### config.mk
export PLATFORM = sky130hd
export DESIGN_NAME = uart_hex_enc
export DESIGN_NICKNAME = d
export VERILOG_FILES = /design/src/rtl/uart_pkg.sv /design/src/rtl/hex2ascii.sv /design/src/rtl/uart_hex_enc.sv
export SDC_FILE = /design/constraint.sdc
export NUM_CORES = 1
export LEC_CHECK = 0
export CAP_MARGIN = 0
export CORE_UTILIZATION = 55
export CTS_BUF_LIST = sky130_fd_sc_hd__clkbuf_4
export CTS_CLUSTER_DIAMETER = 40
export CTS_CLUSTER_SIZE = 24
export DETAILED_ROUTE_END_ITERATION = 8
export GPL_TIMING_DRIVEN = 0
export PLACE_DENSITY = 0.78
export SETUP_SLACK_MARGIN = 0.05
export SYNTH_ARGS = -nofsm -noshare
export SYNTH_HDL_FRONTEND = slang
export SYNTH_HIERARCHICAL = 1
export SYNTH_SLANG_ARGS = --single-unit
### constraint.sdc
create_clock -name CLK_100M -period 3.55 [get_ports CLK_100M]
set_clock_uncertainty 0.05 [all_clocks]
set_input_delay 0.5325 -clock CLK_100M [delete_from_list [all_inputs] [get_ports CLK_100M]]
set_output_delay 0.5325 -clock CLK_100M [all_outputs]
set_load 0.02 [all_outputs]
### src/rtl/uart_pkg.sv
// Shared constants and types for the UART command link (encoder and decoder).
package uart_pkg;

  localparam logic [1:0] ENC_DATA_T  = 2'b00;
  localparam logic [1:0] ENC_ACK_T   = 2'b01;
  localparam logic [1:0] ENC_ERR_T   = 2'b10;
  localparam logic [1:0] ENC_SPACE_T = 2'b11;

  localparam logic [7:0] ASCII_CR = 8'h0D;
  localparam logic [7:0] ASCII_LF = 8'h0A;
  localparam logic [7:0] ASCII_SP = 8'h20;
  localparam logic [7:0] ASCII_K  = 8'h4B;
  localparam logic [7:0] ASCII_E  = 8'h45;
  localparam logic [7:0] ASCII_W  = 8'h57;
  localparam logic [7:0] ASCII_R  = 8'h52;
  localparam logic [7:0] ASCII_0  = 8'h30;
  localparam logic [7:0] ASCII_A  = 8'h41;

  // Number of nibble values below 'A' in the hex alphabet.
  localparam int unsigned HEX_ALPHA_BASE = 10;

  typedef enum logic [2:0] {
    ENC_IDLE  = 3'd0,
    ENC_CHAR  = 3'd1,
    ENC_DIGIT = 3'd2,
    ENC_CR    = 3'd3,
    ENC_LF    = 3'd4,
    ENC_FIN   = 3'd5
  } enc_state_t;

endpackage

### src/rtl/hex2ascii.sv
// Combinational nibble to uppercase ASCII hex character converter.
module hex2ascii
  import uart_pkg::*;
(
  input  logic [3:0] nibble,
  output logic [7:0] ascii_c
);

  always_comb begin
    if (32'(nibble) < HEX_ALPHA_BASE) begin
      ascii_c = ASCII_0 + 8'(nibble);
    end else begin
      ascii_c = ASCII_A + 8'(nibble) - 8'(HEX_ALPHA_BASE);
    end
  end

endmodule

### src/rtl/uart_hex_enc.sv
// ASCII response encoder: serialises DATA/ACK/ERROR/SPACE responses into bytes
// handed to the UART transmitter over a registered valid/ready handshake.
module uart_hex_enc
  import uart_pkg::*;
#(
  parameter  int unsigned N_DIGITS = 4,
  localparam int unsigned DW       = 4 * N_DIGITS
) (
  input  logic          CLK_100M,
  input  logic          SYS_RST,
  input  logic          ENC_START,
  input  logic [1:0]    ENC_TYPE,
  input  logic [DW-1:0] ENC_DATA,
  output logic          ENC_BUSY,
  output logic          ENC_DONE,
  output logic          UART_TX_DVLD,
  output logic [7:0]    UART_TX_DATA,
  input  logic          UART_TX_READY
);

  localparam int unsigned CW          = (N_DIGITS > 1) ? $clog2(N_DIGITS) : 1;
  localparam bit          MULTI_DIGIT = (N_DIGITS > 1);
  localparam logic [CW-1:0] CNT_LOAD  =
    CW'((N_DIGITS > 1) ? (N_DIGITS - 32'd2) : 32'd0);

  enc_state_t    state,   state_nxt;
  logic          busy,    busy_nxt;
  logic          done,    done_nxt;
  logic          dvld,    dvld_nxt;
  logic [7:0]    tx_data, tx_data_nxt;
  logic [CW-1:0] cnt,     cnt_nxt;
  logic [DW-1:0] shift,   shift_nxt;
  logic [1:0]    typ,     typ_nxt;

  logic          xfer_c;
  logic [3:0]    nib_c;
  logic [7:0]    hex_c;

  assign xfer_c = dvld & UART_TX_READY;

  // At accept the first digit comes straight from the input word; afterwards
  // the pre-shifted register supplies the next digit in its top nibble.
  assign nib_c = (state == ENC_IDLE) ? ENC_DATA[DW-1 -: 4] : shift[DW-1 -: 4];

  hex2ascii u_hex2ascii (
    .nibble  (nib_c),
    .ascii_c (hex_c)
  );

  always_comb begin
    state_nxt   = state;
    busy_nxt    = busy;
    done_nxt    = 1'b0;
    dvld_nxt    = dvld;
    tx_data_nxt = tx_data;
    cnt_nxt     = cnt;
    shift_nxt   = shift;
    typ_nxt     = typ;

    unique case (state)
      ENC_IDLE: begin
        if (ENC_START) begin
          state_nxt = ENC_CHAR;
          busy_nxt  = 1'b1;
          dvld_nxt  = 1'b1;
          typ_nxt   = ENC_TYPE;
          shift_nxt = DW'({ENC_DATA, 4'h0});
          unique case (ENC_TYPE)
            ENC_DATA_T: tx_data_nxt = hex_c;
            ENC_ACK_T:  tx_data_nxt = ASCII_K;
            ENC_ERR_T:  tx_data_nxt = ASCII_E;
            default:    tx_data_nxt = ASCII_SP;
          endcase
        end
      end

      ENC_CHAR: begin
        if (xfer_c) begin
          if (typ == ENC_SPACE_T) begin
            state_nxt = ENC_FIN;
            dvld_nxt  = 1'b0;
            busy_nxt  = 1'b0;
            done_nxt  = 1'b1;
          end else if ((typ == ENC_DATA_T) && MULTI_DIGIT) begin
            state_nxt   = ENC_DIGIT;
            cnt_nxt     = CNT_LOAD;
            tx_data_nxt = hex_c;
            shift_nxt   = DW'({shift, 4'h0});
          end else begin
            state_nxt   = ENC_CR;
            tx_data_nxt = ASCII_CR;
          end
        end
      end

      ENC_DIGIT: begin
        if (xfer_c) begin
          if (cnt == '0) begin
            state_nxt   = ENC_CR;
            tx_data_nxt = ASCII_CR;
          end else begin
            cnt_nxt     = cnt - CW'(1);
            tx_data_nxt = hex_c;
            shift_nxt   = DW'({shift, 4'h0});
          end
        end
      end

      ENC_CR: begin
        if (xfer_c) begin
          state_nxt   = ENC_LF;
          tx_data_nxt = ASCII_LF;
        end
      end

      ENC_LF: begin
        if (xfer_c) begin
          state_nxt = ENC_FIN;
          dvld_nxt  = 1'b0;
          busy_nxt  = 1'b0;
          done_nxt  = 1'b1;
        end
      end

      ENC_FIN: begin
        state_nxt = ENC_IDLE;
      end

      default: begin
        state_nxt = ENC_IDLE;
        busy_nxt  = 1'b0;
        dvld_nxt  = 1'b0;
      end
    endcase
  end

  always_ff @(posedge CLK_100M) begin
    if (SYS_RST) begin
      state   <= ENC_IDLE;
      busy    <= 1'b0;
      done    <= 1'b0;
      dvld    <= 1'b0;
      tx_data <= 8'h00;
      cnt     <= '0;
      shift   <= '0;
      typ     <= 2'b00;
    end else begin
      state   <= state_nxt;
      busy    <= busy_nxt;
      done    <= done_nxt;
      dvld    <= dvld_nxt;
      tx_data <= tx_data_nxt;
      cnt     <= cnt_nxt;
      shift   <= shift_nxt;
      typ     <= typ_nxt;
    end
  end

  assign ENC_BUSY     = busy;
  assign ENC_DONE     = done;
  assign UART_TX_DVLD = dvld;
  assign UART_TX_DATA = tx_data;

endmodule
After elaboration in Yosys (flattened, before gate mapping):

Cells that the tools add are included.
W data, S select, Z words.

* register bits after elaboration: 33
* word-level logic and storage cells: 88
* output and inout bits: 11
* input port bits: 22

* bitwise gates (word level): 2
* eq/ne operators: 18
* add/subtract/negate cells: 4
* order comparisons: 1
* mux-type cells: 42
* reductions and logical operators: 14

Operator list (number)
* $mux W16: 6
* $mux W8: 8
* $pmux W16 S3: 1
* $pmux W8 S4: 1
* $pmux W8 S3: 1
* $mux W3: 7
* $ne A2 B2 Y1 const B: 10
* $reduce_and A6 Y1: 3
* $pmux W3 S5: 1
* $mux W2: 5
* $add A7 B4 Y8 const A: 1
* $mux W1: 8
* $sub A8 B4 Y8 const B: 1
* $add A6 B4 Y7 const A: 1
* $reduce_and A7 Y1: 1
* $eq A3 B2 Y1 const B: 2
* $eq A3 B3 Y1 const B: 2
* $logic_not A2 Y1: 3
* $reduce_and A5 Y1: 1
* $eq A2 B2 Y1 const B: 2
* $lt A4 B4 Y1 const B: 1
* $mux W4: 1
* $pmux W1 S4: 1
* $pmux W2 S2: 1
* 12 further kinds: 12

Depth between registers and ports, before layout:

Gate-level depths: netlist (run 1).

* depth in word-level cells: 9
* mapped depth: 12
* depth with buffers taken out: 10

By module:

The synthesis (run 1) kept the hierarchy.

By module, submodules not included
* uart_hex_enc: area an instance 1844.3 µm², instances 1, sequential area each 580.6 µm², cells each 218
* hex2ascii: area an instance 105.1 µm², instances 1, sequential area each 0.0 µm², cells each 16

Worst setup path before layout (run 1):

OpenSTA, ideal clock, no wires.

* path type: register to register
* start point: register state[1]
* end point: register tx_data[2], in the netlist UART_TX_DATA[2]
* data arrival time: 2397 ps
* library setup time: 119 ps
* cell stages (with the launch flop): 12
* period minus slack after synthesis: 2565 ps
* path slack: 985 ps
* buffers on the path: 2
* data required time: 3381 ps
* cells stage by stage: dfxtp_1 > buf_6 > buf_6 > nor3_1 > mux2_2 > inv_1 > ha_1 > nand2_2 > mux2_1 > o21ai_0 > o32ai_1 > o221a_2

* cells in the longest elaborated chain, start to end: 9
* elaborated cells on any way between the ends: 25
* those cells by class: add/sub (3); order compare (1); eq/ne (8); mux (10); reduce/logical (3)

Ends and longest elaborated chain
* from (decl): line uart_hex_enc.sv:26 `enc_state_t state, state_nxt;`
* from (signal assigned): line uart_hex_enc.sv:148 `state <= state_nxt;`
* $logic_not A3 Y1 *: line uart_hex_enc.sv:43 `assign nib_c = (state == ENC_IDLE) ? ENC_DATA[DW-1 -: 4] : shift[DW-1 -: 4];`
* $mux W4 *: line uart_hex_enc.sv:43
* via nib_c[1]: line uart_hex_enc.sv:36 `logic [3:0] nib_c;`
* $add A7 B4 Y8: line hex2ascii.sv:13 `ascii_c = ASCII_A + 8'(nibble) - 8'(HEX_ALPHA_BASE);`
* $sub A8 B4 Y8: line hex2ascii.sv:13
* $mux W8 *: line hex2ascii.sv:10 `if (32'(nibble) < HEX_ALPHA_BASE) begin`
* via hex_c[2]: line uart_hex_enc.sv:37 `logic [7:0] hex_c;`
* $mux W8: line uart_hex_enc.sv:84 `end else if ((typ == ENC_DATA_T) && MULTI_DIGIT) begin`
* $mux W8: line uart_hex_enc.sv:79 `if (typ == ENC_SPACE_T) begin`
* $mux W8: line uart_hex_enc.sv:78 `if (xfer_c) begin`
* $pmux W8 S4 *: line uart_hex_enc.sv:60 `unique case (state)`
* to (signal assigned): line uart_hex_enc.sv:152 `tx_data <= tx_data_nxt;`
* to (decl): line uart_hex_enc.sv:30 `logic [7:0] tx_data, tx_data_nxt;`

Mark *: on every way through the listed nets, which the timed path passes. The rest lies on a longest branch. The select of a mux whose other input is x is not followed.
A chain may end at the register's enable or synchronous reset.

Final worst setup path (run 1):

Ends and elaborated chain as after synthesis.

==> results of run 1 <==
per-layer routing:
metal	global-route usage	part of all wire	wire, µm	up-vias
met5	0	0	0	-
met4	0.108	0.015	78	0
met3	0.0630	0.049	250	7
met2	0.444	0.46	2310	54
met1	0.407	0.48	2430	900
li1	-	-	-	966
logic make-up (layout without fill, tap and decap cells):
kind of cell / count (synthesis) / in the layout / share of synthesized area
compound gates: 97 / 97 / 0.351
xor+xnor: 3 / 3 / 0.0173
fa+ha+maj: 4 / 4 / 0.0257
buf+inv: 28 / 67 / 0.0751
flops: 29 / 29 / 0.298
mux: 5 / 5 / 0.0289
other cells: 1 / 1 / 0.00192
simple gates: 67 / 67 / 0.202
synthesized netlist by cell type, types with 2 or more instances:
cell        n
nor3_1      4
and3_1      8
nand2b_1    6
o32ai_1     2
o21ai_0    11
o21a_1      2
nor2_1      9
xnor2_1     2
buf_4       2
and2_1      2
a21boi_0    7
a311oi_1    3
o31ai_1    12
or4_1       4
nand3_1     5
nor4_1      3
a31oi_1     4
o211ai_1    2
or4b_4      2
inv_1       8
nand2_1     9
nand4_1     2
dfxtp_1    29
ha_1        4
buf_2       3
buf_6       4
nor2b_1     7
mux2_2      4
o21ai_1     3
o2111ai_1   8
a21oi_1    29
clkbuf_1   10
per-stage QoR:
step	util	worst slack [ns]	std cells	total power [mW]	instance area [µm²]
after floorplan	-	0.985	234	0.732	1950
after global placement	0.689	0.627	311	0.861	2320
after detailed placement	0.689	0.593	311	0.867	2320
after CTS	0.707	0.582	319	1.09	2380
after global routing	0.707	0.377	319	1.15	2380
final	0.707	0.536	319	1.09	2380
layout make-up:
cell class                      count  area (µm²)  area share
Buffer                             20         116      0.0489
Clock buffer                        8        60.1      0.0253
Inverter                            8        30.0      0.0126
Multi-Input combinational cell    177        1220       0.514
Sequential cell                    29         581       0.244
Tap cell                           46        57.6      0.0242
Timing Repair Buffer               31         310       0.131
worst max-delay path: stages, from the launching register on:
cell     delay [ns]
dfxtp_1        0.33
buf_6          0.14
buf_6          0.13
nor3_1         0.72
mux2_2         0.46
inv_1          0.07
ha_1           0.17
nand2_2        0.06
mux2_1         0.31
o21ai_0        0.11
o32ai_1        0.13
o221a_2        0.23
layout by cell type (no fill, tap or decap), types with 3 or more instances in the layout:
cell type        instances
dfxtp_1                 29
nor2_1                   9
mux2_2                   4
buf_2                    3
nand2b_1                 6
a31oi_1                  4
nor2b_1                  7
clkbuf_1                10
ha_1                     4
a21boi_0                 7
a21oi_1                 29
inv_1                    8
and3_1                   8
a311oi_1                 3
nor4_1                   3
nor3_1                   4
o2111ai_1                8
buf_6                    4
o21ai_1                  3
nand3_1                  5
o31ai_1                 12
or4_1                    4
o21ai_0                 11
nand2_1                  9
clkbuf_4                 8
clkdlybuf4s50_1         31
state kept, by name, indices dropped and copies added (netlist names):
register,count
UART_TX_DVLD,1
cnt,2
shift,12
ENC_DONE,1
typ,2
UART_TX_DATA,8
state,3
path summary, 6_finish.rpt:
check | start | to | slack [ns] | cells after the start
worst max-delay path | state[1] | UART_TX_DATA[2] | 0.54 | 11
worst min-delay path | shift[12] | shift[12] | 0.42 | 2
worst max register to register | state[1] | UART_TX_DATA[2] | 0.54 | 11
worst min register to register | shift[12] | shift[12] | 0.42 | 2
power groups by stage:
stage | clock network, mW | registers (mW) | logic, mW
after global placement | 0 | 0.399 | 0.462
after CTS | 0.224 | 0.393 | 0.468
after global routing | 0.239 | 0.398 | 0.518
after floorplan | 0 | 0.415 | 0.317
final | 0.222 | 0.393 | 0.473
after detailed placement | 0 | 0.401 | 0.467
==> key figures, run 1 <==
Clock tree
  • CTS tree: built
  • Max H-tree Level: 2
  • Cts repair resizes: 0
  • Clock Latency Late Sink: 0.35 ns
  • Post-CTS setup buffer count: 0
  • Longest Clk Path Bufs: 2
  • Clock root cell: clkbuf_4
  • Hold buffers post-CTS: 0
  • Clock Sinks: 29
  • CTS Buf Count: 5
  • Clock transition at the registers of the reported paths: 0.09 ns

Global routing
  • Largest net degree at the start of global routing: 11
  • GRT Util Overall: 0.293
  • Vias in the first global route: 1,660
  • Global-route wire length before repair: between 7000 and 8000 µm
  • Initial antenna violation count: 0
  • Gr ovfl total: 0

Power
  • Power per Cell Area: between 400 and 500 mW/mm²
  • Worst VDD drop: 0.311 mV
  • P_int: 681 µW
  • Clk pwr share: 0.204
  • Logic gate share of total power: 0.435
  • Switching power total: 407 µW
  • Net Sw Frac: 0.374
  • Sequential share of power: 0.361
  • Leak: 0.865 nW

Cells and area
  • Nets: 298
  • Layout cell share with drive strength beyond 1: 0.125
  • P&R area growth vs syn: 22.0%
  • Filler instances: 295
  • Inserted Diodes: 0

Route
  • DRT antenna net count: 0
  • Detail-routed net length per standard cell: 15.9 µm
  • DRC Markers: 0
  • Drt via density: 6.04
  • 1st-pass router iterations: 4
  • Routed Wire Length: 5070 µm
  • Vias: 1,927
  • Initial DRC count: 91

Synthesis
  • Mean Syn Cell Area: 8.33 µm²
  • Sequential fraction of the synthesis area: 0.298
  • Synth top area share: 0.298
  • Synth area leaders: dfxtp_1 30%, a21oi_1 7.4%, o31ai_1 4.6%
  • Post-synthesis register bit count: 29
  • Share of synthesized flip-flops with an asynchronous set or reset: 0
  • Ys flop type: dfxtp_1
  • Synthesized area: 0.00195 mm²
  • Post-synth cell types: 56
  • Yosys warning total: 6
  • Syn Nets: 260
  • Post-synth top area cell: dfxtp_1
  • Number of synthesized flops with an enable pin: 0
  • Cells after Synth: about 230

Die
  • Die area: 0.00379 mm²
  • Die Width: between 60 and 70 µm
  • Starting Density: 0.580
  • Io pins: 33
  • FP Rows: 21
  • Core Region: 0.00336 mm²
  • Chip height: 61.5 µm

Timing
  • F_max: 332 MHz
  • Setup TNS: 0 ns
  • Slew HR: 0.401
  • Slew Limit Fails: 0
  • Tcrit/Tclk final: 0.849
  • Final Hold Viols: 0
  • Endpoints failing setup: 0
  • RSZ-0062 raised after global routing: false
  • Worst slew pin tran: 0.892 ns
  • Tmin final: about 3 ns
  • Hold WS: 0.418 ns

Worst hold path
  • HP Class: flop to flop

Worst setup path
  • Worst EP required: 3.74 ns
  • Setup CP Type: flop to flop
  • Endpoint class of the critical path: flop
  • Worst-path fanout max: 10
  • Critical Path AT: 3.21 ns
  • CP startpoint kind: flop

Placement
  • Half-perimeter wire length after placement: 3710 µm
  • # port buffers: 31
  • Placer Congestion: 0.943

Job
  • Max-cap viol count: 0

Run status
  • Status: complete, no violations
Power figures use the tool's default switching activity.
==> run 2: changes to the inputs <==
==> constraint.sdc (replaced) <==
create_clock -name CLK_100M -period 3.13 [get_ports CLK_100M]
set_clock_uncertainty 0.05 [all_clocks]
set_input_delay 0.4695 -clock CLK_100M [delete_from_list [all_inputs] [get_ports CLK_100M]]
set_output_delay 0.4695 -clock CLK_100M [all_outputs]
set_load 0.02 [all_outputs]
==> key figures, run 2 (synthesized netlist as in run 1, its figures left out) <==
Run status
  • Status: complete, no violations

Timing
  • Endpoints failing setup: 0
  • Final Hold Viols: 0
  • Slew HR: 0.567
  • Setup TNS: 0 ns
  • RSZ-0062 raised after global routing: false
  • Slew Limit Fails: 0
  • F_max: approximately 370 MHz
  • Worst slew pin tran: 0.650 ns
  • Hold WS: approximately 0.42 ns
  • Tcrit/Tclk final: 0.868
  • Tmin final: 2.72 ns
  • Worst setup margin: 0.413 ns

Die
  • Io pins: 33
  • Die area: approximately 0.0038 mm²
  • Starting Density: 0.580
  • Chip height: 61.5 µm
  • FP Rows: 21
  • Die Width: 61.5 µm
  • Core Region: ~0.0034 mm²

Clock tree
  • CTS Buf Count: 5
  • Hold buffers post-CTS: 0
  • Clock root cell: clkbuf_4
  • Clock transition at the registers of the reported paths: about 0.09 ns
  • Clock Sinks: 29
  • Max H-tree Level: 2
  • Longest Clk Path Bufs: 2
  • CTS tree: built
  • Clock Latency Late Sink: 0.34 ns

Placement
  • Placement Setup Slack: 0.173 ns
  • Placer Congestion: roughly 0.94
  • Placed insts: 311
  • # port buffers: 31
  • Half-perimeter wire length after placement: 3710 µm
  • Placed Area: about 0.0023 mm²

Cells and area
  • Cell area after layout: 0.00238 mm²
  • Max FFs per register: 12
  • Most frequent cells in the layout: 31 x clkdlybuf4s50_1, 29 x dfxtp_1, 29 x a21oi_1
  • Commonest non-fill, non-tap cell in the layout: clkdlybuf4s50_1
  • P&R area growth vs syn: 22.2%
  • Inserted Diodes: 0
  • Non-filler instance count after layout: roughly 320
  • Post-Route Utilization: 0.708
  • Nets: 298
  • Biggest register: shift
  • Layout cell share with drive strength beyond 1: 0.128

Global routing
  • Gr ovfl total: 0
  • Initial antenna violation count: 0
  • Vias in the first global route: roughly 1.7k
  • GRT Util Overall: 0.293
  • Global-route wire length before repair: 7890 µm
  • Largest net degree at the start of global routing: 11

Worst setup path
  • Critical Path AT: 2.91 ns
  • Worst-path fanout max: 10
  • Worst EP required: 3.32 ns
  • Endpoint class of the critical path: flop
  • Setup CP Type: flop to flop
  • CP startpoint kind: flop

Power
  • Leak: 0.867 nW
  • Power per Cell Area: 518 mW/mm²
  • Worst VDD drop: 0.354 mV
  • Tot Pwr: 1.23 mW

Route
  • Initial DRC count: 101
  • Drt via density: 6.10
  • 1st-pass router iterations: 5
  • Vias: 1,945
  • DRC Markers: 0
  • Detail-routed net length per standard cell: 15.9 µm
  • Routed Wire Length: approximately 5100 µm
  • DRT antenna net count: 0

Job
  • Max-cap viol count: 0

Worst hold path
  • HP Class: flop to flop
run 2: cell count changes in the layout (fill, tap and decap cells not counted):
cell,delta
nor3_2,+1
nor3_1,-1
run 2: per-layer routing:
| metal | GRT usage | share of wire |
|---|---|---|
| met5 | 0 | 0 |
| met4 | 0.108 | 0.016 |
| met3 | 0.0630 | 0.064 |
| met2 | 0.444 | 0.46 |
| met1 | 0.407 | 0.46 |
run 2: cell type report:
class / count / area (µm²)
buffer: 20 / 116
multi-input combinational: 177 / 1230
sequential: 29 / 581
clock buffer: 8 / 60.1
tap: 46 / 57.6
timing repair buffer: 31 / 310
fill: 292 / 981
inverter: 8 / 30.0
run 2: repair_timing:
item,CTS,global route
resized for setup,0,1
setup buffers,0,0
endpoints found under the setup margin,0,2
run 2: power by group:
part           total (mW)  switching, mW  internal, mW
clock network       0.249          0.134         0.115
registers           0.446         0.0285         0.417
logic               0.540          0.299         0.241
total                1.23          0.461         0.773
run 2: worst paths after layout:
path	start	to	slack [ns]	depth (start not counted)
worst min-delay path	shift[12]	shift[12]	0.42	2
worst min register to register	shift[12]	shift[12]	0.42	2
worst max register to register	state[0]	UART_TX_DATA[2]	0.41	11
worst max-delay path	state[0]	UART_TX_DATA[2]	0.41	11
run 2: worst max-delay path: stages, from the launching register on:
cell and delay, ns:
dfxtp_1 0.32, buf_6 0.14, buf_2 0.18, nor3_2 0.41, mux2_2 0.44, inv_1 0.07
ha_1 0.17, nand2_2 0.06, mux2_1 0.31, o21ai_0 0.11, o32ai_1 0.13, o221a_2 0.23
